==> src/rtl/regfile_wb_arb_pkg.sv <==
// regfile_wb_arb_pkg: shared register-file widths and address type for the write-back arbiter
package regfile_wb_arb_pkg;
  localparam int REG_ADDR_W = 5;
  localparam int NUM_REGS = 32;
  localparam int DEF_XLEN = 32;
  typedef logic [REG_ADDR_W-1:0] reg_addr_t;
endpackage

==> src/rtl/regfile_wb_arb_rr_arbiter.sv <==
// rr_arbiter: combinational round-robin pick (req, ptr -> one-hot gnt, gnt_idx, gnt_any), first req at or above ptr with wrap
module rr_arbiter #(
  parameter int N = 3
) (
  input  logic [N-1:0]         req,
  input  logic [$clog2(N)-1:0] ptr,
  output logic [N-1:0]         gnt,
  output logic [$clog2(N)-1:0] gnt_idx,
  output logic                 gnt_any
);
  localparam int W = $clog2(N);
  always_comb begin
    gnt_idx = '0;
    gnt_any = 1'b0;
    for (int k = N - 1; k >= 0; k--)
      if (req[(int'(ptr) + k) % N]) begin
        gnt_idx = W'((int'(ptr) + k) % N);
        gnt_any = 1'b1;
      end
  end
  assign gnt = {N{gnt_any}} & (N'(1) << gnt_idx);
endmodule

==> src/rtl/regfile_wb_arb.sv <==
// regfile_wb_arb: round-robin write-back arbiter onto the regfile write port (req_* in, rf_* out) with optional RAW scoreboard (iss_*/chk_* in, rs*_busy out) enabled by WB_SCOREBOARD_EN; rst is async active-low
module regfile_wb_arb
  import regfile_wb_arb_pkg::*;
#(
  parameter int NREQ = 3,
  parameter int XLEN = DEF_XLEN
) (
  input  logic                                 clk,
  input  logic                                 rst,
  input  logic [NREQ-1:0]                      req_valid,
  output logic [NREQ-1:0]                      req_ready,
  input  logic [NREQ-1:0][REG_ADDR_W-1:0]      req_addr,
  input  logic [NREQ-1:0][XLEN-1:0]            req_data,
  output logic                                 rf_wen,
  output logic [REG_ADDR_W-1:0]                rf_waddr,
  output logic [XLEN-1:0]                      rf_wdata,
  input  logic                                 iss_valid,
  input  logic [REG_ADDR_W-1:0]                iss_rd,
  input  logic [REG_ADDR_W-1:0]                chk_rs1,
  input  logic [REG_ADDR_W-1:0]                chk_rs2,
  output logic                                 rs1_busy,
  output logic                                 rs2_busy
);
  localparam int PW = $clog2(NREQ);
  logic [PW-1:0] rr_ptr, gnt_idx;
  logic [NREQ-1:0] gnt;
  logic gnt_any;
  reg_addr_t g_addr;
  rr_arbiter #(.N(NREQ)) u_arb (
    .req     (req_valid & {NREQ{rst}}),
    .ptr     (rr_ptr),
    .gnt     (gnt),
    .gnt_idx (gnt_idx),
    .gnt_any (gnt_any)
  );
  assign req_ready = gnt;
  assign g_addr = req_addr[gnt_idx];
  always_ff @(posedge clk or negedge rst)
    if (!rst) begin
      rr_ptr <= '0;
      rf_wen <= 1'b0;
      rf_waddr <= '0;
      rf_wdata <= '0;
    end else begin
      rf_wen <= gnt_any && g_addr != '0;
      if (gnt_any) begin
        rr_ptr <= gnt_idx == PW'(NREQ - 1) ? '0 : gnt_idx + 1'b1;
        rf_waddr <= g_addr;
        rf_wdata <= req_data[gnt_idx];
      end
    end
`ifdef WB_SCOREBOARD_EN
  logic [NUM_REGS-1:0] busy, busy_set, busy_clr;
  assign busy_set = iss_valid ? NUM_REGS'(1) << iss_rd : '0;
  assign busy_clr = gnt_any ? NUM_REGS'(1) << g_addr : '0;
  always_ff @(posedge clk or negedge rst)
    if (!rst) busy <= '0;
    else busy <= ((busy & ~busy_clr) | busy_set) & ~NUM_REGS'(1);
  assign rs1_busy = busy[chk_rs1];
  assign rs2_busy = busy[chk_rs2];
`else
  logic unused_sb;
  assign unused_sb = ^{iss_valid, iss_rd, chk_rs1, chk_rs2};
  assign rs1_busy = 1'b0;
  assign rs2_busy = 1'b0;
`endif
endmodule

==> config.mk <==
export PLATFORM = sky130hd
export DESIGN_NAME = regfile_wb_arb
export DESIGN_NICKNAME = d
export VERILOG_FILES = /design/src/rtl/regfile_wb_arb_pkg.sv /design/src/rtl/regfile_wb_arb_rr_arbiter.sv /design/src/rtl/regfile_wb_arb.sv
export SDC_FILE = /design/constraint.sdc
export NUM_CORES = 1
export LEC_CHECK = 0
export BUFFER_PORTS_ARGS = -buffer_cell sky130_fd_sc_hd__buf_2
export CAP_MARGIN = 25
export CELL_PAD_IN_SITES_DETAIL_PLACEMENT = 2
export CELL_PAD_IN_SITES_GLOBAL_PLACEMENT = 2
export CORE_ASPECT_RATIO = 1.4
export CORE_MARGIN = 4
export CORE_UTILIZATION = 20
export CTS_BUF_LIST = sky130_fd_sc_hd__clkbuf_16
export CTS_CLUSTER_DIAMETER = 50
export DETAILED_ROUTE_END_ITERATION = 6
export GPL_TIMING_DRIVEN = 0
export PLACE_DENSITY_LB_ADDON = 0.1
export SYNTH_ARGS = -nofsm -noshare
export SYNTH_HDL_FRONTEND = slang
export SYNTH_SLANG_ARGS = --single-unit
==> constraint.sdc <==
create_clock -name clk -period 3.4 [get_ports clk]
set_input_delay 0.17 -clock clk [delete_from_list [all_inputs] [get_ports clk]]
set_output_delay 0.17 -clock clk [all_outputs]
set_load 0.03 [all_outputs]
### Word level (Yosys, flattened, before mapping)

Index checks and enable logic that the tools add are counted.

| storage, ports and cells | value |
|---|---|
| register bits | 40 |
| input port bits | 132 |
| output and inout bits | 43 |
| word-level logic and storage cells | 40 |

| operators by class | value |
|---|---|
| add/sub/neg operators | 3 |
| divide/modulo/power cells | 3 |
| magnitude comparators | 4 |
| equal/unequal tests | 1 |
| shift operators | 1 |
| muxes and demuxes | 20 |
| bitwise logic cells | 2 |
| reductions and logical operators | 2 |

Operator list:

| operator | number |
|---|---|
| 32-bit by 4-bit < comparator with 1-bit output, second input constant | 3 |
| 32-bit binary-select mux with 2-bit select | 1 |
| 32-bit by 3-bit modulo with 32-bit output, second input constant | 2 |
| 3-bit by 3-bit modulo with 32-bit output, second input constant | 1 |
| 32-bit two-way mux | 1 |
| 5-bit binary-select mux with 2-bit select | 1 |
| 1-bit two-way mux | 9 |
| 2-bit two-way mux | 4 |
| 3-bit bitwise AND | 2 |
| 1-bit binary-select mux with 2-bit select | 3 |
| 5-bit two-way mux | 1 |
| 5-bit nonzero test | 1 |
| 2-bit by 1-bit adder with 3-bit output, second input constant | 1 |
| 2-bit by 2-bit adder with 3-bit output, second input constant | 1 |
| 2-bit by 3-bit < comparator with 1-bit output, second input constant | 1 |
| 1-bit by 2-bit << shifter with 3-bit output, first input constant | 1 |
| 2-bit by 1-bit adder with 2-bit output, second input constant | 1 |
| 2-bit equality test, second input constant | 1 |
| 1-bit logical AND | 1 |

### Longest topological paths before layout

Gate-level depths: netlist of run 1.

| depth | value |
|---|---|
| depth after elaboration | 12 |
| depth in mapped cells | 10 |
| gate-level depth less buffers | 8 |

### Cells and area by module

A second synthesis of run 1 with hierarchy kept.

| second synthesis, totals | value |
|---|---|
| cells, all modules | 275 |
| area total of the unflattened synthesis | 2416.1 µm² |

Modules (own cells, without submodules):

| module | instances | cells each | area each (µm²) | seq. area each (µm²) |
|---|---|---|---|---|
| regfile_wb_arb | 1 | 240 | 2185.8 | 1001.0 |
| rr_arbiter | 1 | 35 | 230.2 | 0.0 |

### Worst setup path before layout of run 1

OpenSTA, ideal clock, no wires.

| path | value |
|---|---|
| path kind | reg2reg |
| start point | register rr_ptr[0] |
| end point | register rf_wdata[22] |
| setup time | 0.131 ns |
| data arrival time | 2.251 ns |
| data required time | 3.269 ns |
| slack | 1.018 ns |
| cell stages (with the launch flop) | 11 |
| path buffers | 2 |
| period minus slack after synthesis | 2.382 ns |
| cell sequence | dfrtp_1 inv_1 ha_1 mux2i_1 o21ai_1 a221o_2 and2_4 buf_6 buf_6 a222oi_1 nand2_1 |

| on the way | value |
|---|---|
| longest elaborated chain between the ends | 10 |
| elaborated cells on any way between the ends | 22 |
| those cells by class | add/sub (2); div (3); mux (17) |

RTL lines:

| element | line | source |
|---|---|---|
| start: declaration | regfile_wb_arb.sv:25 | `logic [PW-1:0] rr_ptr, gnt_idx;` |
| start signal: assignment | regfile_wb_arb.sv:47 | `rr_ptr <= gnt_idx == PW'(NREQ - 1) ? '0 : gnt_idx + 1'b1;` |
| 2-bit by 2-bit adder with 3-bit output | regfile_wb_arb_rr_arbiter.sv:16, regfile_wb_arb_rr_arbiter.sv:17 |  |
| 32-bit by 3-bit modulo with 32-bit output | regfile_wb_arb_rr_arbiter.sv:16, regfile_wb_arb_rr_arbiter.sv:17 |  |
| 1-bit binary-select mux with 2-bit select | regfile_wb_arb_rr_arbiter.sv:16 | `if (req[(int'(ptr) + k) % N]) begin` |
| 1-bit two-way mux (implied by the code) (2 in series) | regfile_wb_arb_rr_arbiter.sv:16 |  |
| 2-bit two-way mux (3 in series) | regfile_wb_arb_rr_arbiter.sv:16 |  |
| 32-bit binary-select mux with 2-bit select | regfile_wb_arb.sv:49 | `rf_wdata <= req_data[gnt_idx];` |
| 32-bit two-way mux (implied by the code) | regfile_wb_arb.sv:49 |  |
| end signal: assignment | regfile_wb_arb.sv:49 |  |
| end: declaration | regfile_wb_arb.sv:16 | `output logic [XLEN-1:0] rf_wdata,` |

Parallel ways exist; a longest one is shown, timed or not. The select of a mux whose other input is x is not followed.
A chain may end at the register's enable or synchronous reset.

### Worst setup path in the final report of run 1

| path | value |
|---|---|
| start point | register rr_ptr[0] |
| end point | output req_ready[0] |

| on the way | value |
|---|---|
| longest elaborated chain between the ends | 10 |
| elaborated cells on any way between the ends | 22 |
| those cells by class | add/sub (2); div (3); shift (1); mux (15); bitwise (1) |

RTL lines:

| element | line | source |
|---|---|---|
| 2-bit by 2-bit adder with 3-bit output | regfile_wb_arb_rr_arbiter.sv:16, regfile_wb_arb_rr_arbiter.sv:17 |  |
| 32-bit by 3-bit modulo with 32-bit output | regfile_wb_arb_rr_arbiter.sv:16, regfile_wb_arb_rr_arbiter.sv:17 |  |
| 1-bit binary-select mux with 2-bit select | regfile_wb_arb_rr_arbiter.sv:16 |  |
| 1-bit two-way mux (implied by the code) (2 in series) | regfile_wb_arb_rr_arbiter.sv:16 |  |
| 2-bit two-way mux (3 in series) | regfile_wb_arb_rr_arbiter.sv:16 |  |
| 1-bit by 2-bit << shifter with 3-bit output | regfile_wb_arb_rr_arbiter.sv:21 | `assign gnt = {N{gnt_any}} & (N'(1) << gnt_idx);` |
| 3-bit bitwise AND (*) | regfile_wb_arb_rr_arbiter.sv:21 |  |
| end: declaration | regfile_wb_arb.sv:11 | `output logic [NREQ-1:0] req_ready,` |

Mark *: on every way between the ends. The rest lies on a longest branch, timed or not. The select of a mux whose other input is x is not followed.

==> results of run 1 <==
==> sequential cells by signal (all words and copies together), names as in the netlist <==
name,count
rr_ptr,2
rf_waddr,5
rf_wen,1
rf_wdata,32
==> kinds of logic after synthesis <==
group                    after synthesis
AO/OA/AOI/OAI                         59
flip-flops                            40
adder cells (fa/ha/maj)                2
AND/OR/NAND/NOR                       81
buffers and inverters                 26
multiplexers                           5
other                                  1
==> routing by layer <==
metal	track usage, %	up-vias	wire length, um
li1	-	1147	-
met1	16.2	1230	3440
met2	27.3	84	5240
met3	4.41	11	609
met4	4.27	4	115
met5	0	-	15
==> path summary, 6_finish.rpt <==
| path | start | endpoint | slack (ns) |
|---|---|---|---|
| worst max-delay path | rr_ptr[0]$_DFFE_PN0P_ | req_ready[0] | 0.32 |
| worst min-delay path | req_data[31] | rf_wdata[31]$_DFFE_PN0P_ | 0.08 |
| worst max register to register | rr_ptr[0]$_DFFE_PN0P_ | rf_wdata[19]$_DFFE_PN0P_ | 0.63 |
| worst min register to register | rf_wdata[20]$_DFFE_PN0P_ | rf_wdata[20]$_DFFE_PN0P_ | 0.51 |
| max in group asynchronous | rst | rf_wdata[14]$_DFFE_PN0P_ | 2.17 |
| min in group asynchronous | rst | rf_waddr[2]$_DFFE_PN0P_ | 0.38 |
==> area by class of cell <==
type | instances | area, um^2 | share of cell area [%]
Tap cell | 138 | 173 | 5.23
Buffer | 18 | 141 | 4.28
Clock buffer | 5 | 125 | 3.79
Timing Repair Buffer | 160 | 836 | 25.3
Clock inverter | 3 | 11.3 | 0.341
Sequential cell | 40 | 1000 | 30.3
Multi-Input combinational cell | 149 | 987 | 29.9
Inverter | 8 | 30.0 | 0.909
==> power by group <==
group / internal [mW] / total [mW] / switching, mW
logic: 0.878 / 2.41 / 1.53
registers: 0.746 / 0.879 / 0.133
clock network: 0.264 / 0.453 / 0.189
total: 1.89 / 3.74 / 1.85
==> critical path, stage by stage, from the launching register on <==
cell	delay, ns
dfrtp_1	0.40
inv_1	0.06
ha_1	0.27
mux2i_1	0.26
o21ai_1	0.15
a221o_2	0.50
a211oi_2	0.55
buf_6	0.23
buf_2	0.21
==> through the flow <==
| step | hold WS [ns] | utilization [%] | area [um^2] | setup slack, ns | total power, mW |
|---|---|---|---|---|---|
| global route | 0.0827 | 31.6 | 3300 | 0.107 | 4.07 |
| finish | 0.0824 | 31.6 | 3300 | 0.316 | 3.74 |
| floorplan | -0.126 | - | 2160 | 1.02 | 2.58 |
| detailed placement | 0.189 | 30.0 | 3130 | 0.495 | 3.36 |
| CTS | 0.0748 | 31.4 | 3290 | 0.213 | 3.84 |
| global placement | 0.366 | 29.8 | 3110 | 0.181 | 3.30 |
==> cells in the final DEF (no fill, tap or decap), types with 3 or more instances in the layout <==
cell | netlist | layout
buf_2 | 3 | 159
clkbuf_1 | 5 | 5
a32o_1 | 3 | 3
a21oi_1 | 6 | 6
a222oi_1 | 32 | 32
a211oi_1 | 4 | 4
buf_6 | 7 | 7
inv_1 | 8 | 10
nand2_1 | 67 | 67
nand2b_1 | 3 | 3
mux2i_1 | 4 | 4
clkbuf_16 | 0 | 5
dfrtp_1 | 40 | 40
a221oi_1 | 3 | 3
and2_1 | 3 | 3
==> timing repair <==
action | CTS | global route
endpoints found under the hold margin | 20 | 0
hold buffers | 2 | 0
endpoints found under the setup margin | 0 | 0
==> impl_metrics.ini, run 1 <==
[worst_setup_path]
critPathKind = reg2out
end_kind = output pin
reg2regPathDepth = 8
required_ns = 3.23
worst-path-max-fanout = 10
setup.worst_path.start_class = flip-flop
cp.arrival_ns = 2.91

[logic_synthesis]
yosys.area_share.simple_pct = 16.3
synth_xor_area_share_pct = 0
synth_edf_count = 0
ys_seq_area_share_pct = 46.4
synthAdderAreaFrac_pct = 1.16
netlist_top_cells_area = dfrtp_1 46%, a222oi_1 15%, nand2_1 12%
netlist_top_cells_count = 67 x nand2_1, 40 x dfrtp_1, 32 x a222oi_1
synth_flop_cell = dfrtp_1
yosysMostFrequentCell = nand2_1
yosysWarningCount = 0
synth_cell_type_count = 38
ys_ff_latch = 40
synth_top_family_by_area = compound AO/OA/AOI/OAI gates
synth_compound_area_share_pct = 25.7
syn_inst = 214
syn_area_um2 = 2160
synth_top_area_cell = dfrtp_1
synth.avg_cell_area_um2 = 10.1
synth-async-reset-ratio_pct = 100
synth_top_area_share_pct = 46.4
synthMuxAreaShare_pct = 2.38

[floorplan]
core_um2 = 10500
die_w_um = 95.7
die_y_um = 131
core.rowCount = 44
dieArea_um2 = 12500
ioPinCount = 175
start_util_pct = 20.6

[layout]
num_antenna_cells = 0
syn2layout_area_growth_pct = 53.3
drive_gt1_share_pct = 48.6
num-fill-cells = 1266
final_cells = 521
nets = 516

[global_route]
grt_max_degree = 27
antenna_found_initial = 2
track_usage_pct = 14.8
grt_pass1_vias = 2662
overflow = 0
grt_pass1_wl_um = 14000

[sta]
rsz0062_at_grt = no
setup_viol = 0
fin_skew_ns = 0.00241
tns_ns = 0
worstMarginPinSlew_ns = 0.607
hold_violations = 0
min_period_ns = 3.08
fmaxAchievable_mhz = 324
relSlewSlack_pct = 59.4
drv_slew = 0
post-route-period-util_pct = 90.7

[clock_network]
htreeDepth = 2
path_clk_slew_ns = 0.06
post_cts_buffers = 0
cts_buffer_depth = 2
cts_tree = built
cts_resized = 0
clk-insertion-delay-late_ns = 0.28
cts_buffers = 5
cts-root-buf = clkbuf_16
cts_sinks = 40

[min_path]
timing.hold.worst_path_depth = 3
min_path_type = in2reg

[route]
vias_per_cell = 4.75
drt_pass1_iterations = 5
drtIter0Drc = 141
vias = 2476
wl_per_cell_um = 18.1
ant_nets = 0
wl_um = 9420
drc_errors = 0

[pwr]
p_leak_nw = 1.71
ir_drop_v = 0.000264
power_density_nw_per_um2 = 1130

[placed_design]
gp_congestion = 0.757
portBuffers = 156
dp_cells = 510
dpl.hpwl_um = 7450

[status]
outcome = finished clean

[job]
cap_violations = 0
Power figures use the tool's default switching activity.
==> run 2: changes to the inputs <==
- CELL_PAD_IN_SITES_DETAIL_PLACEMENT: 2 -> 0
- SETUP_SLACK_MARGIN: not set -> 0.02
- clock period: 3.4 -> 3.12 ns (I/O delays scaled with it)
==> run 2 against run 1 <==
  * Power is 9.4% higher
  * Worst setup slack worse by 0.033 ns
  * Highest routed layer unchanged
  * Critical path depth stayed put
  * Largest cell class unchanged
  * Die area stayed put
  * Register-to-register slack worse by 0.29 ns
  * Count of clock-buffer cells in the layout stayed put
  * Via count is 3.6% lower
  * Global-route usage is 1.2 points lower
  * Final area is 0.76% higher
==> impl_metrics.ini, run 2 (synthesis gave the netlist of run 1 again) <==
[sta]
rsz0062_at_grt = no
min_period_ns = 2.84
hold_ws_ns = 0.0641
hold_violations = 0
drv_slew = 0
fmaxAchievable_mhz = 353
post-route-period-util_pct = 90.9
relSlewSlack_pct = 53.4
fin_skew_ns = 0.00378
tns_ns = 0
worstMarginPinSlew_ns = 0.698
setup_viol = 0

[clock_network]
path_clk_slew_ns = 0.06
clk-insertion-delay-late_ns = 0.28
cts_sinks = 40
cts_tree = built
cts_buffer_depth = 2
cts-root-buf = clkbuf_16
htreeDepth = 2
cts_buffers = 5

[layout]
utilization_pct = 31.8
nets = 517
final_cells = 522
post-route-cell-area_um2 = 3330
top_regs = rf_wdata x32, rf_waddr x5, rr_ptr x2
largest_register = rf_wdata
final_common_cell = buf_2
largest_reg_flops = 32
drive_gt1_share_pct = 48.7
layout_common_cells = 159 x buf_2, 67 x nand2_1, 40 x dfrtp_1, 32 x a222oi_1, 10 x inv_1
syn2layout_area_growth_pct = 54.4
num_antenna_cells = 0

[global_route]
grt_max_degree = 27
antenna_found_initial = 2
overflow = 0
grt_pass1_wl_um = 12800
track_usage_pct = 13.6
grt_pass1_vias = 2363

[worst_setup_path]
rr_startpoint = rr_ptr[0]$_DFFE_PN0P_
cp.arrival_ns = 2.68
required_ns = 2.96
critPathMaxStageDelay_ns = 0.39
worst-path-max-fanout = 10
crit_top_cell = buf_6
crit_chain = inv_1 > ha_1 > mux2_2 > a221oi_1 > o32a_1 > buf_6 > buf_6 > buf_2
critPathKind = reg2out
reg2regPathDepth = 9
setup.worst_path.start_class = flip-flop
slowest_stage = o32a_1
startpoint = rr_ptr[0]$_DFFE_PN0P_
end_kind = output pin

[route]
ant_nets = 0
wl_per_cell_um = 16.8
wl_um = 8750
vias_per_cell = 4.57
drc_errors = 0
drt_pass1_iterations = 7
drtIter0Drc = 181
vias = 2387

[pwr]
power_density_nw_per_um2 = 1230
p_leak_nw = 1.72
ir_drop_v = 0.000361

[min_path]
min_path_type = in2reg
timing.hold.worst_path_depth = 3
min_from = req_data[31]

[status]
outcome = finished clean

[floorplan]
core.rowCount = 44
dieArea_um2 = 12500
core_um2 = 10500
die_y_um = 131
ioPinCount = 175
die_w_um = 95.7
start_util_pct = 20.6

[placed_design]
portBuffers = 156
placed_cell_area_um2 = 3130
gp_congestion = 0.757
dpl.hpwl_um = 6710
dp_cells = 510

[job]
cap_violations = 0
run 2: what timing repair did:
action,CTS,global route
gates resized for setup,1,0
pin swaps,0,2
endpoints found under the setup margin,1,1
endpoints found under the hold margin,20,0
setup buffers,0,1
hold buffers,2,0
run 2: per-layer routing:
layer	global-route usage (%)	wire length, um	vias to the layer above
met5	0	14	-
met1	15.7	3240	1142
met4	3.77	105	4
li1	-	-	1153
met2	24.4	4800	79
met3	3.84	580	9
run 2: through the flow:
step	setup WS (ns)	power, mW
2_1_floorplan	0.738	2.82
3_3_place_gp	-0.0711	3.60
3_5_place_dp	0.286	3.62
4_1_cts	0.103	4.15
5_1_grt	0.0927	4.43
6_report	0.283	4.09
run 2: path summary, 6_finish.rpt:
check	endpoint	slack [ns]
max in group asynchronous	rf_wdata[10]$_DFFE_PN0P_	1.97
worst min-delay path	rf_wdata[31]$_DFFE_PN0P_	0.06
worst max register to register	rf_wdata[3]$_DFFE_PN0P_	0.34
min in group asynchronous	rf_waddr[2]$_DFFE_PN0P_	0.37
worst max-delay path	req_ready[2]	0.28
worst min register to register	rf_wdata[31]$_DFFE_PN0P_	0.50
run 2: final cells by class:
| type | instances | area [um^2] |
|---|---|---|
| tap | 138 | 173 |
| clock inverter | 3 | 11.3 |
| timing repair buffer | 161 | 853 |
| multi-input combinational | 149 | 995 |
| clock buffer | 5 | 125 |
| sequential | 40 | 1000 |
| buffer | 18 | 141 |
| inverter | 8 | 30.0 |
| fill | 1160 | 7130 |
run 2: worst max-delay path, delay by kind of cell, from the launching register on:
kind,cells,cell delay (ns)
compound gates,2,0.70
buf+inv,4,0.62
flops,1,0.37
mux,1,0.37
fa+ha+maj,1,0.33
run 2: power by group:
group	internal, mW	switching, mW	leakage [nW]	total, mW
combinational	0.980	1.66	1.17	2.64
sequential	0.813	0.139	0.471	0.952
clock	0.288	0.210	0.0738	0.498
